--- config.mk ---
export PLATFORM = sky130hd
export DESIGN_NAME = pixel_downscaler
export DESIGN_NICKNAME = d
export VERILOG_FILES = /design/src/rtl/pixel_downscaler.sv
export SDC_FILE = /design/constraint.sdc
export NUM_CORES = 1
export LEC_CHECK = 0
export CORE_MARGIN = 2
export CORE_UTILIZATION = 45
export CTS_BUF_LIST = sky130_fd_sc_hd__clkbuf_8 sky130_fd_sc_hd__clkbuf_16
export CTS_CLUSTER_DIAMETER = 60
export CTS_CLUSTER_SIZE = 30
export DETAILED_ROUTE_END_ITERATION = 12
export PLACE_DENSITY = 0.6
export RECOVER_POWER = 50
export SLEW_MARGIN = 20
export SYNTH_ARGS = -nofsm -noshare
export SYNTH_HDL_FRONTEND = slang
export SYNTH_SLANG_ARGS = --single-unit
--- constraint.sdc ---
create_clock -name clk -period 2.65 [get_ports clk]
set_input_delay 0.795 -clock clk [delete_from_list [all_inputs] [get_ports clk]]
set_output_delay 0.795 -clock clk [all_outputs]
set_load 0.1 [all_outputs]
--- src/rtl/pixel_downscaler.sv ---
// pixel_downscaler
// Converts an RGB565 DVP pixel stream to 8-bit grayscale and halves the
// resolution in both directions (IMG_W x IMG_H in, IMG_W/2 x IMG_H/2 out).
//
// Optional feature macro: PXL_DSP_AVG_EN
//   defined   -> each output is the rounded average of a horizontal pair
//   undefined -> each output is the even-column pixel; odd columns are dropped
// Odd input rows are always dropped.
//
// Ports:
//   clk, rst      single clock, asynchronous active-high reset
//   dvp_pxl_i     RGB565 pixel {R[4:0], G[5:0], B[4:0]}
//   dvp_sof_i     start of frame, qualified by dvp_vld_i
//   dvp_vld_i     input pixel valid
//   dvp_rdy_o     input pixel ready (combinational, no bubble)
//   pdf_pxl_o     grayscale pixel to the downscaler FIFO
//   pdf_vld_o     output pixel valid
//   pdf_rdy_i     FIFO ready
//   frame_done_o  one-cycle pulse after the last pixel of a frame is accepted
module pixel_downscaler #(
  parameter int IMG_W     = 640,
  parameter int IMG_H     = 480,
  parameter int RGB_PXL_W = 16,
  parameter int GS_PXL_W  = 8
) (
  input  logic                 clk,
  input  logic                 rst,
  input  logic [RGB_PXL_W-1:0] dvp_pxl_i,
  input  logic                 dvp_sof_i,
  input  logic                 dvp_vld_i,
  output logic                 dvp_rdy_o,
  output logic [GS_PXL_W-1:0]  pdf_pxl_o,
  output logic                 pdf_vld_o,
  input  logic                 pdf_rdy_i,
  output logic                 frame_done_o
);

  localparam int COL_W = $clog2(IMG_W);
  localparam int ROW_W = $clog2(IMG_H);

  typedef enum logic [1:0] {IDLE, EVEN_ROW, ODD_ROW} state_t;

  state_t           state, state_nxt;
  logic [COL_W-1:0] col_cnt, col_nxt, eff_col;
  logic [ROW_W-1:0] row_cnt, row_nxt, eff_row;
  logic             in_hsk, active, eff_even, line_end, frame_end;
  logic             load, done_nxt;
  logic [4:0]       r5, b5;
  logic [5:0]       g6;
  logic [7:0]       r8, g8, b8, gray, out_val;
  logic [15:0]      gray_sum;

  // Input may be taken whenever the output register is empty or draining.
  assign dvp_rdy_o = ~pdf_vld_o | pdf_rdy_i;
  assign in_hsk    = dvp_vld_i & dvp_rdy_o;

  // Luma approximation with bit-replicated channel expansion. The weights
  // sum to 256, so the 16-bit sum peaks at 65280 and never overflows.
  always_comb begin
    r5       = dvp_pxl_i[15:11];
    g6       = dvp_pxl_i[10:5];
    b5       = dvp_pxl_i[4:0];
    r8       = {r5, r5[4:2]};
    g8       = {g6, g6[5:4]};
    b8       = {b5, b5[4:2]};
    gray_sum = 16'd77 * {8'd0, r8} + 16'd150 * {8'd0, g8} + 16'd29 * {8'd0, b8};
    gray     = 8'(gray_sum >> 8);
  end

  // Next-state logic. A SOF pixel is treated as row 0, col 0 of an even row
  // regardless of the current state, which gives both the IDLE start and the
  // mid-frame restart from the same path.
  always_comb begin
    state_nxt = state;
    col_nxt   = col_cnt;
    row_nxt   = row_cnt;
    done_nxt  = 1'b0;
    eff_col   = dvp_sof_i ? '0 : col_cnt;
    eff_row   = dvp_sof_i ? '0 : row_cnt;
    eff_even  = dvp_sof_i | (state == EVEN_ROW);
    active    = in_hsk & (dvp_sof_i | (state != IDLE));
    line_end  = (eff_col == COL_W'(IMG_W - 1));
    frame_end = line_end & (eff_row == ROW_W'(IMG_H - 1));
    if (active) begin
      if (frame_end) begin
        col_nxt   = '0;
        row_nxt   = '0;
        state_nxt = IDLE;
        done_nxt  = 1'b1;
      end else if (line_end) begin
        col_nxt   = '0;
        row_nxt   = ROW_W'(eff_row + 1);
        state_nxt = eff_even ? ODD_ROW : EVEN_ROW;
      end else begin
        col_nxt   = COL_W'(eff_col + 1);
        row_nxt   = eff_row;
        state_nxt = eff_even ? EVEN_ROW : ODD_ROW;
      end
    end
  end

`ifdef PXL_DSP_AVG_EN
  logic [7:0] hold_r;
  logic [8:0] avg_sum;

  // Round-half-up average of the held even-column pixel and the odd one.
  assign avg_sum = {1'b0, hold_r} + {1'b0, gray} + 9'd1;
  assign out_val = 8'(avg_sum >> 1);
  assign load    = active & eff_even & eff_col[0];

  // Even-column gray waits here for its odd-column partner.
  always_ff @(posedge clk or posedge rst) begin
    if (rst) begin
      hold_r <= '0;
    end else if (active & eff_even & ~eff_col[0]) begin
      hold_r <= gray;
    end
  end
`else
  assign out_val = gray;
  assign load    = active & eff_even & ~eff_col[0];
`endif

  // State and position counters.
  always_ff @(posedge clk or posedge rst) begin
    if (rst) begin
      state   <= IDLE;
      col_cnt <= '0;
      row_cnt <= '0;
    end else begin
      state   <= state_nxt;
      col_cnt <= col_nxt;
      row_cnt <= row_nxt;
    end
  end

  // Output register: a new load wins over a drain in the same cycle, and the
  // data only changes on a load, so it stays stable while stalled.
  always_ff @(posedge clk or posedge rst) begin
    if (rst) begin
      pdf_pxl_o    <= '0;
      pdf_vld_o    <= 1'b0;
      frame_done_o <= 1'b0;
    end else begin
      if (load) begin
        pdf_pxl_o <= GS_PXL_W'(out_val);
        pdf_vld_o <= 1'b1;
      end else if (pdf_rdy_i) begin
        pdf_vld_o <= 1'b0;
      end
      frame_done_o <= done_nxt;
    end
  end

endmodule

After elaboration in Yosys (flattened, before gate mapping)
Index checks and enable logic that the tools add are counted.
Widths: inputs -> output; s select.

storage, ports and cells
  flip-flop bits (word level) = 31
  output and inout port bits = 11
  word-level logic and storage cells = 42

operators by class
  add/sub/neg operators = 4
  $mul = 3
  equality and inequality tests = 3
  muxes and demuxes = 14
  bitwise operators = 10
  reductions and logical operators = 2

operators by type and width
  cell                   count
  $mul 7x8->15 const A   2
  $mux 10                3
  $mux 9                 3
  $add 15x16->16         1
  $add 16x13->16         1
  $mul 5x8->13 const A   1
  $add 10x1->10 const B  1
  $eq 10x10->1 const B   1
  $add 9x1->9 const B    1
  $eq 9x9->1 const B     1
  $mux 2                 4
  $and 1x1->1            5
  $mux 1                 4
  $reduce_bool 2->1      2
  $or 1x1->1             3
  $eq 2x1->1 const B     1
  $not 1->1              2

Depth between registers and ports, before layout
Gate-level depths: netlist of run 1.

  depth in word-level cells = 7
  gate-level depth with buffers = 25
  mapped depth without buffers = 25

Worst setup path after synthesis of run 1
No wires, ideal clock.

  path kind = input to register
  start point = input port dvp_pxl_i[7]
  end point = register pdf_pxl_o[6]
  arrival = 6399 ps
  slack = -3882 ps
  stages on the path = 22
  buffers on the path = 0
  cell sequence = ha_1 ha_1 inv_1 fa_1 fa_1 inv_1 ha_1 xnor2_1 fa_1 fa_1 inv_1 fa_1 fa_1 inv_1 ha_1 a21o_1 a21o_1 a41oi_1 o21ai_0 a21oi_1 xor2_1 o21ai_0

between the ends
  word-level cells in the longest chain between the ends = 3

ends and longest elaborated chain
  item                  line  source
  start, declared       28    input logic [RGB_PXL_W-1:0] dvp_pxl_i,
  $mul 7x8->15          66    gray_sum = 16'd77 * {8'd0, r8} + 16'd150 * {8'd0, g8} + 16'd29 * {8'd0, b8};
  $add 15x16->16        66
  $add 16x13->16        66
  end signal, assigned  146   pdf_pxl_o <= GS_PXL_W'(out_val);
  end, declared         32    output logic [GS_PXL_W-1:0] pdf_pxl_o,

No other way between the ends.
A chain may end at the register's enable or synchronous reset.

Worst setup path in the final report of run 1
Ends and elaborated chain as after synthesis.

==> results of run 1 <==
==> synth_stat cells (7+ instances only) <==
cell | count | area [µm²]
dfrtp_1 | 31 | 776
fa_1 | 54 | 1080
ha_1 | 85 | 1060
nand3_1 | 17 | 85.1
a21oi_1 | 13 | 65.1
o31ai_1 | 9 | 67.6
xor2_1 | 9 | 78.8
nor2_1 | 20 | 75.1
o21ai_0 | 35 | 175
clkbuf_1 | 7 | 26.3
nor2b_1 | 10 | 62.6
nand2_1 | 37 | 139
inv_1 | 92 | 345
nor3_1 | 14 | 70.1
a21o_1 | 8 | 60.1
==> metal layers <==
layer / global-route usage / vias to the layer above / share of wire
met5: 0 / - / 0
met2: 0.343 / 48 / 0.48
li1: - / 1962 / -
met4: 0.0367 / 0 / 0.0077
met1: 0.286 / 1844 / 0.48
met3: 0.0325 / 6 / 0.031
==> worst min-delay path by stage <==
stage	from	end	slack (ns)	cells after the start
final	col_cnt[0]$_DFFE_PP0P_	col_cnt[0]$_DFFE_PP0P_	0.47	2
after global routing	row_cnt[0]$_DFFE_PP0P_	row_cnt[0]$_DFFE_PP0P_	0.51	1
after CTS	col_cnt[0]$_DFFE_PP0P_	col_cnt[0]$_DFFE_PP0P_	0.48	2
after detailed placement	col_cnt[0]$_DFFE_PP0P_	col_cnt[0]$_DFFE_PP0P_	0.46	2
after global placement	col_cnt[0]$_DFFE_PP0P_	col_cnt[0]$_DFFE_PP0P_	0.46	2
after floorplan	col_cnt[0]$_DFFE_PP0P_	col_cnt[0]$_DFFE_PP0P_	0.44	2
==> through the flow <==
stage | util | setup slack [ns] | instances
CTS | 0.632 | -3.36 | 780
global route | 0.634 | -3.52 | 783
detailed placement | 0.594 | -4.18 | 765
global placement | 0.594 | -4.14 | 765
finish | 0.634 | -3.35 | 783
floorplan | - | -3.44 | 502
==> state kept, by name (all words and copies together), names as in the netlist <==
signal and flops:
col_cnt 10, frame_done_o 1, pdf_pxl_o 8, pdf_vld_o 1, row_cnt 9, state 2
==> cells by family after synthesis <==
kind of cell | count (synthesis)
AOI/OAI and AO/OA | 86
xor gates and xnor gates | 14
adders and majority gates | 139
buffers and inverters | 101
DFF | 31
muxes | 3
and+or+nand+nor | 128
==> repair_timing <==
action                     in CTS  in global routing
hold buffers                    0                  0
setup endpoints to repair      16                 13
pin swaps                      41                 11
gates resized for setup        76                  8
setup buffers                   7                  3
==> final cells by class <==
class | count | area (µm²) | share of cell area
Multi-Input combinational cell | 370 | 3920 | 0.603
Timing Repair Buffer | 146 | 1160 | 0.179
Sequential cell | 31 | 777 | 0.120
Inverter | 92 | 345 | 0.0532
Tap cell | 136 | 170 | 0.0262
Clock buffer | 6 | 82.6 | 0.0127
Clock inverter | 2 | 35.0 | 0.00540
==> worst reg2reg max path: stages (launching register included) <==
cell     delay, ns
dfrtp_1       0.39
nor2b_1       0.15
ha_2          0.20
and3_4        0.21
nand4_4       0.11
nor4b_4       0.26
and4b_4       0.32
or2_4         0.16
o21ai_2       0.05
a22o_1        0.21
==> results.md, run 1 <==
- Crit path time final: roughly 6.0 ns
- Clk Latency, worst-skew pair: 0.29 ns
- Synthesized area: roughly 0.0047 mm²
- Antenna-violating nets left: 0
- CTS tree: built
- Starting DRC count in detailed routing: 120
- Critical Path Stages: 24
- Dpl cell area: 0.00608 mm²
- RSZ-0062 raised after global routing: true
- Clock Root Buffer: clkbuf_8
- Setup crit start: dvp_pxl_i[7]
- Area Growth Syn to Fin: 38.3%
- Grt ovf: 0
- Initial Utilization: 0.459
- DR WL/cell: 13.7 µm
- R2R Path Start: col_cnt[1]$_DFFE_PP0P_
- Top delay family on crit path: adder cells
- Core Region: 0.0102 mm²
- I/O Buffers: 31
- CP endpoint kind: register
- Clk buf depth: 2
- Main combinational cell family by area after synthesis: adder cells
- CTS buffer count: 5
- Synth Flop Type: dfrtp_1
- DIE HEIGHT: 106 µm
- Vias per Instance: between 4 and 5
- Failing checks: negative setup slack
- Io pins: 32
- Pre-antenna DRT Iters: 4
- Worst R2R Path Depth: 9
- HP Class: reg2reg
- Design area: 0.00649 mm²
- Crit path cell chain: buf_8 -> ha_4 -> ha_4 -> inv_2 -> fa_1 -> fa_1 -> inv_2 -> ha_4 -> xnor2_2 -> fa_2 -> fa_1 -> inv_1 -> fa_1 -> fa_1 -> inv_2 -> ha_4 -> a21o_1 -> a21o_1 -> buf_4 -> a41oi_2 -> o21ai_2 -> a21oi_2 -> xor2_1 -> o21ai_1
- Filler cells: 872
- Final net count: 806
- Chip width: roughly 110 µm
- Flop2flop setup slack: 0.49 ns
- Die area: ~0.011 mm²
- WHS: 0.468 ns
- H-tree Lvls: 2
- # Max-Cap Violations: 0
- Compound-cell area share of the yosys netlist: 0.115
- Setup crit end: pdf_pxl_o[6]$_DFFE_PP0P_
- Routability cong.: 0.836
- Final setup fails: 8
- Xor and xnor area share after synthesis: 0.0261
- Mean Syn Cell Area: between 9 and 10 µm²
- Yosys warning total: 0
- Ys async rst share: 1.00
- Vias in the first global route: 4,058
- Worst Path Arrival: about 6.2 ns
- CP dominant cell by count: fa_1
- Post-Synth Adder-Cell Area: 0.457
- Vias: about 3,900
- Status: finished with violations
- Most frequent cells in the layout: buf_4, inv_1, ha_1, fa_1, nand2_1
- Critical Path RT: 2.82 ns
- Capturing point of the worst reg2reg path: row_cnt[3]$_DFFE_PP0P_
- Max-slew headroom: 0.232
- Area fraction in and, or, nand and nor cells after synthesis: 0.147
- Routed wire length: 10.8 mm
- Initial antenna violation count: 0
- Final hold violations: 0
- Sequential share of the synthesized area: 0.165
- Final routed DRC violation total: 0
- Std cell rows: 37
- Slew Viols, Final: 0
- CP max stage cell: fa_1
- GRT Util Overall: 0.206
- Critical path launch point type: input pin
- Buf+Inv Stages, Crit Path: 6
- First-pass GRT wire length: 18.8 mm
- Post-synthesis register bit count: 31
- Largest net degree at the start of global routing: 14
- Fmax: ~0.17 GHz
- Syn_nets: approximately 660
- Post-DP HPWL: 8.96 mm
- Layout cell share with drive strength beyond 1: 0.328
- Max incr delay on CP: around 0.50 ns
- Setup slack after layout: -3.35 ns
- Distinct cell type count after synthesis: 49
- Diodes inserted: 0
- Clock sink count: 31
- Setup Skew: 0.00895 ns
- Slew @ Worst Pin: 1.16 ns
- Mux share of post-synthesis cell area: 0.00667
- Crit Path Class: in2reg
- Final TNS setup: -25.66 ns
- Post-synth EDFFs: 0
- Period utilization: 2.27
- Cell count after synthesis: 502
- Clock transition at path regs: 0.06 ns
- CP Max Fanout: 3
- Commonest non-fill, non-tap cell in the layout: buf_4
Power of run 1 is left out: the tool's default activity adds up to more than one toggle a clock period on the data nets, which glitch-free logic cannot reach.
==> run 2, diff against run 1 <==
- CORE_ASPECT_RATIO: not set -> 0.8
==> run 2 against run 1 <==
- the flow still finishes with violations (negative setup slack)
- fmax is 0.83% lower
- utilization is 0.14 points higher
- register-to-register slack better by 0.03 ns
- critical endpoint is now pdf_pxl_o[7]$_DFFE_PP0P_
==> results.md, run 2 (synthesized netlist as in run 1, its figures left out) <==
- Worst Path Arrival: 6.26 ns
- CP Max Fanout: 4
- Layout cell share with drive strength beyond 1: 0.309
- Vias: 3,926
- First-pass GRT wire length: 18.5 mm
- Initial Utilization: 0.460
- Slew Viols, Final: 0
- HP Class: reg2reg
- Critical Path RT: 2.86 ns
- DR WL/cell: between 10 and 15 µm
- Starting DRC count in detailed routing: 202
- Initial antenna violation count: 0
- Highest metal used: met4
- I/O Buffers: 31
- Final routed DRC violation total: 0
- Vias in the first global route: 3,914
- Period utilization: 2.28
- Most flop-heavy register: col_cnt
- Setup slack after layout: -3.40 ns
- Largest net degree at the start of global routing: 14
- Max reg flops: 10
- Antenna-violating nets left: 0
- Pre-antenna DRT Iters: 4
- Critical path launch point type: input pin
- Diodes inserted: 0
- Post-DP HPWL: 9.15 mm
- Clock transition at path regs: 0.05 ns
- Clock Root Buffer: clkbuf_16
- Post-CTS Hold Buffers: 0
- Setup Skew: 0.00359 ns
- RSZ-0062 raised after global routing: true
- Failing checks: negative setup slack
- Die area: 0.0113 mm²
- Area Growth Syn to Fin: 38.2%
- CP endpoint kind: register
- Routed wire length: between 10 and 15 mm
- Final setup fails: 8
- Io pins: 32
- Status: finished with violations
- Vias per Instance: 5.05
- Chip width: 118 µm
- DIE HEIGHT: 95.3 µm
- WL met2: 4.86 mm
- Fmax: ~0.17 GHz
- H-tree Lvls: 2
- Final net count: 797
- CTS buffer count: 5
- Max-slew headroom: 0.232
- Core Region: 0.0102 mm²
- CTS tree: built
- Std cell rows: 33
- Crit path time final: ~6.1 ns
- Clk buf depth: 2
- Final hold violations: 0
- Biggest regs: col_cnt (10), row_cnt (9), pdf_pxl_o (8)
- Grt ovf: 0
- Most frequent cells in the layout: buf_4, inv_1, ha_1, fa_1, nand2_1
- Wl on met1: 5.74 mm
- Clk Latency, worst-skew pair: 0.27 ns
- # Max-Cap Violations: 0
- Routed wl met3: 316 µm
- Commonest non-fill, non-tap cell in the layout: buf_4
- Non-Filler Instances: about 800
- Slew @ Worst Pin: around 1.2 ns
- GRT Util Overall: 0.203
- Routability cong.: 0.833
- Crit Path Class: in2reg
- Clock sink count: 31
- Inst Count DP: ~770
==> run 2: through the flow <==
step	TNS (ns)	util	setup WS, ns	hold slack [ns]	cell area, µm²
6_report	-25.97	0.636	-3.40	0.482	6480
3_5_place_dp	-39.19	0.595	-4.22	0.471	6070
3_3_place_gp	-37.72	0.595	-4.11	0.462	6070
2_1_floorplan	-26.77	-	-3.44	0.441	4900
5_1_grt	-27.25	0.636	-3.60	0.525	6480
4_1_cts	-26.54	0.627	-3.49	0.487	6390
==> run 2: path summary, 6_finish.rpt <==
check | slack (ns) | cells past startpoint | start | end
worst max-delay path | -3.40 | 23 | dvp_pxl_i[7] | pdf_pxl_o[7]$_DFFE_PP0P_
worst min-delay path | 0.48 | 2 | pdf_pxl_o[2]$_DFFE_PP0P_ | pdf_pxl_o[2]$_DFFE_PP0P_
worst max register to register | 0.52 | 9 | col_cnt[0]$_DFFE_PP0P_ | row_cnt[3]$_DFFE_PP0P_
worst min register to register | 0.48 | 2 | pdf_pxl_o[2]$_DFFE_PP0P_ | pdf_pxl_o[2]$_DFFE_PP0P_
max in group asynchronous | 0.82 | 3 | rst | col_cnt[1]$_DFFE_PP0P_
min in group asynchronous | 0.93 | 2 | rst | pdf_pxl_o[0]$_DFFE_PP0P_
==> run 2: final cells by class <==
cell class	instances	area, µm²
Multi-Input combinational cell	370	3900
Timing Repair Buffer	137	1110
Clock buffer	6	139
Sequential cell	31	777
Clock inverter	2	35.0
Fill cell	885	3710
Inverter	92	345
Tap cell	140	175
==> run 2: timing repair <==
| item | 4_1_cts | 5_1_grt |
|---|---|---|
| setup endpoints to repair | 22 | 16 |
| setup buffers | 2 | 2 |
| pin swaps | 23 | 31 |
| resized for setup | 62 | 23 |
==> run 2: per-layer routing <==
layer / GRT usage / up-vias
met5: 0 / -
met4: 0.0241 / 0
met3: 0.0221 / 6
met2: 0.316 / 61
met1: 0.314 / 1903
li1: - / 1956
==> run 2: critical path, stage by stage <==
cell     delay [ns]
buf_8          0.10
buf_4          0.14
ha_4           0.26
ha_4           0.19
fa_1           0.55
ha_4           0.22
nor2b_2        0.16
o21a_1         0.17
nor2_2         0.14
xnor2_2        0.09
fa_1           0.44
fa_1           0.50
inv_1          0.06
fa_1           0.49
fa_1           0.55
inv_1          0.07
ha_4           0.27
and3_1         0.15
a32o_2         0.23
a31oi_2        0.10
or3_1          0.34
a21o_1         0.17
nand3_1        0.08
Power of run 2 is left out for the same reason.
==> run 3, diff against run 2 <==
- DONT_BUFFER_PORTS: not set -> 1
- PLACE_DENSITY: 0.6 -> not set
==> run 3 against run 2 <==
- the flow still finishes with violations (negative setup slack)
- worst setup slack improved by 0.11 ns
- cell area fell by 9.8%
- clock skew rose by 0.0037 ns
- count of clock-buffer cells in the layout rose by 1
- routed wire length fell by 5.6%
- final cell count fell by 7.8%
- critical path depth rose by 1
- fmax rose by 1.9%
- worst hold slack got worse by 0.11 ns
- sequential share of layout area rose by 1.3 points
- first-iteration DRC count fell by 11%
- utilization fell by 6.2 points
==> results.md, run 3 (synthesized netlist as in run 1, its figures left out) <==
- Area Growth Syn to Fin: 24.7%
- Post-DP HPWL: just under 9 mm
- Failing checks: negative setup slack
- Io pins: 32
- Period utilization: 2.24
- Initial Utilization: 0.460
- Critical Path RT: 2.80 ns
- First-pass GRT wire length: 17.7 mm
- Worst R2R Path Depth: 6
- Largest net degree at the start of global routing: 30
- Std cell rows: 33
- H-tree Lvls: 2
- Vias per Instance: 5.13
- RSZ-0062 raised after global routing: true
- CTS tree: built
- Critical path launch point type: input pin
- Final hold violations: 0
- Vias: 3,679
- Capturing point of the worst reg2reg path: row_cnt[2]$_DFFE_PP0P_
- Crit path time final: 5.94 ns
- CTS buffer count: 5
- Final setup fails: 8
- Filler cells: 917
- Core Region: 0.0102 mm²
- Vias in the first global route: 3,734
- Setup Skew: 0.00728 ns
- Clk Latency, worst-skew pair: approximately 0.28 ns
- Clk buf depth: 2
- Inst Count DP: between 700 and 800
- Layout cell share with drive strength beyond 1: 0.239
- CP Max Fanout: 5
- Worst Path Arrival: ~6.1 ns
- Setup crit start: dvp_pxl_i[6]
- Pre-antenna DRT Iters: 4
- Slew @ Worst Pin: 1.24 ns
- HP Class: in2async
- Non-Filler Instances: 717
- Die area: 0.0113 mm²
- Commonest non-fill, non-tap cell in the layout: inv_1
- # Max-Cap Violations: 0
- Slew Viols, Final: 0
- Final TNS setup: -25.31 ns
- DIE HEIGHT: ~95 µm
- Final net count: 736
- Max-slew headroom: 0.177
- I/O Buffers: 0
- Grt ovf: 0
- Clock transition at path regs: approximately 0.05 ns
- Most frequent cells in the layout: inv_1, buf_4, ha_1, fa_1, nand2_1
- GRT Util Overall: 0.195
- Biggest regs: col_cnt (10), row_cnt (9), pdf_pxl_o (8)
- Status: finished with violations
- CP endpoint kind: register
- Initial antenna violation count: 0
- Routed wire length: around 10 mm
- Starting DRC count in detailed routing: 180
- Antenna-violating nets left: 0
- Clock Root Buffer: clkbuf_16
- Most flop-heavy register: col_cnt
- Clock sink count: 31
- Final routed DRC violation total: 0
- Routability cong.: 0.807
- R2R Path Start: pdf_vld_o$_DFFE_PP0P_
- DR WL/cell: 14.4 µm
- Crit Path Class: in2reg
- Diodes inserted: 0
- Max reg flops: 10
- Flop2flop setup slack: 0.40 ns
- Fmax: roughly 0.17 GHz
- Chip width: 118 µm
- Setup slack after layout: -3.29 ns
- Setup crit end: pdf_pxl_o[4]$_DFFE_PP0P_
[run 3: worst max-delay path, cell delays in order]
cell and delay (ns):
ha_4 0.22, ha_4 0.24, ha_4 0.25, inv_2 0.03, fa_1 0.53, inv_2 0.05
ha_4 0.28, o21a_1 0.14, nor2_2 0.06, xnor2_2 0.15, fa_1 0.44, fa_1 0.50
inv_1 0.06, fa_1 0.45, fa_1 0.50, inv_2 0.05, ha_4 0.21, a21o_1 0.17
a21o_1 0.17, a32o_2 0.26, o21a_1 0.21, nor2_1 0.11, xor2_1 0.14, o21ai_1 0.08
[run 3: final cells by class]
class / count / area, µm² / area share
repair buffers: 76 / 574 / 0.0982
inverters: 92 / 345 / 0.0590
well taps: 140 / 175 / 0.0299
flip-flops and latches: 31 / 776 / 0.133
clock inverters: 1 / 7.51 / 0.00128
multi-input cells: 370 / 3820 / 0.653
clock buffers: 7 / 153 / 0.0261
[run 3: timing repair]
item | in CTS | in global routing
endpoints found under the setup margin | 8 | 8
pin swaps | 12 | 15
gates resized for setup | 11 | 18
hold buffers | 0 | 0
buffers inserted | 1 | 2
[run 3: how the worst min path moves through the flow]
stage / start / endpoint / slack (ns) / cells after the start
finish: rst / pdf_vld_o$_DFFE_PP0P_ / 0.38 / 1
global route: rst / pdf_vld_o$_DFFE_PP0P_ / 0.41 / 1
CTS: rst / pdf_pxl_o[0]$_DFFE_PP0P_ / 0.39 / 1
detailed placement: col_cnt[0]$_DFFE_PP0P_ / col_cnt[0]$_DFFE_PP0P_ / 0.47 / 2
global placement: col_cnt[0]$_DFFE_PP0P_ / col_cnt[0]$_DFFE_PP0P_ / 0.46 / 2
floorplan: col_cnt[0]$_DFFE_PP0P_ / col_cnt[0]$_DFFE_PP0P_ / 0.44 / 2
[run 3: through the flow]
| step | hold WS, ns | area [µm²] | util | setup slack, ns |
|---|---|---|---|---|
| 6_report | 0.375 | 5850 | 0.574 | -3.29 |
| 5_1_grt | 0.407 | 5850 | 0.574 | -3.49 |
| 4_1_cts | 0.387 | 5770 | 0.566 | -3.28 |
| 3_5_place_dp | 0.468 | 5550 | 0.544 | -3.66 |
| 3_3_place_gp | 0.457 | 5550 | 0.544 | -3.53 |
| 2_1_floorplan | 0.441 | 4900 | - | -3.44 |
[run 3: per-layer routing]
layer,track usage,share of wire,up-vias,routed length [µm]
met1,0.284,0.50,1782,5170
met3,0.0359,0.050,9,513
met4,0.0412,0.0097,0,100
li1,-,-,1827,-
met5,0,0,-,0
met2,0.304,0.44,61,4570
Power of run 3 is left out for the same reason.
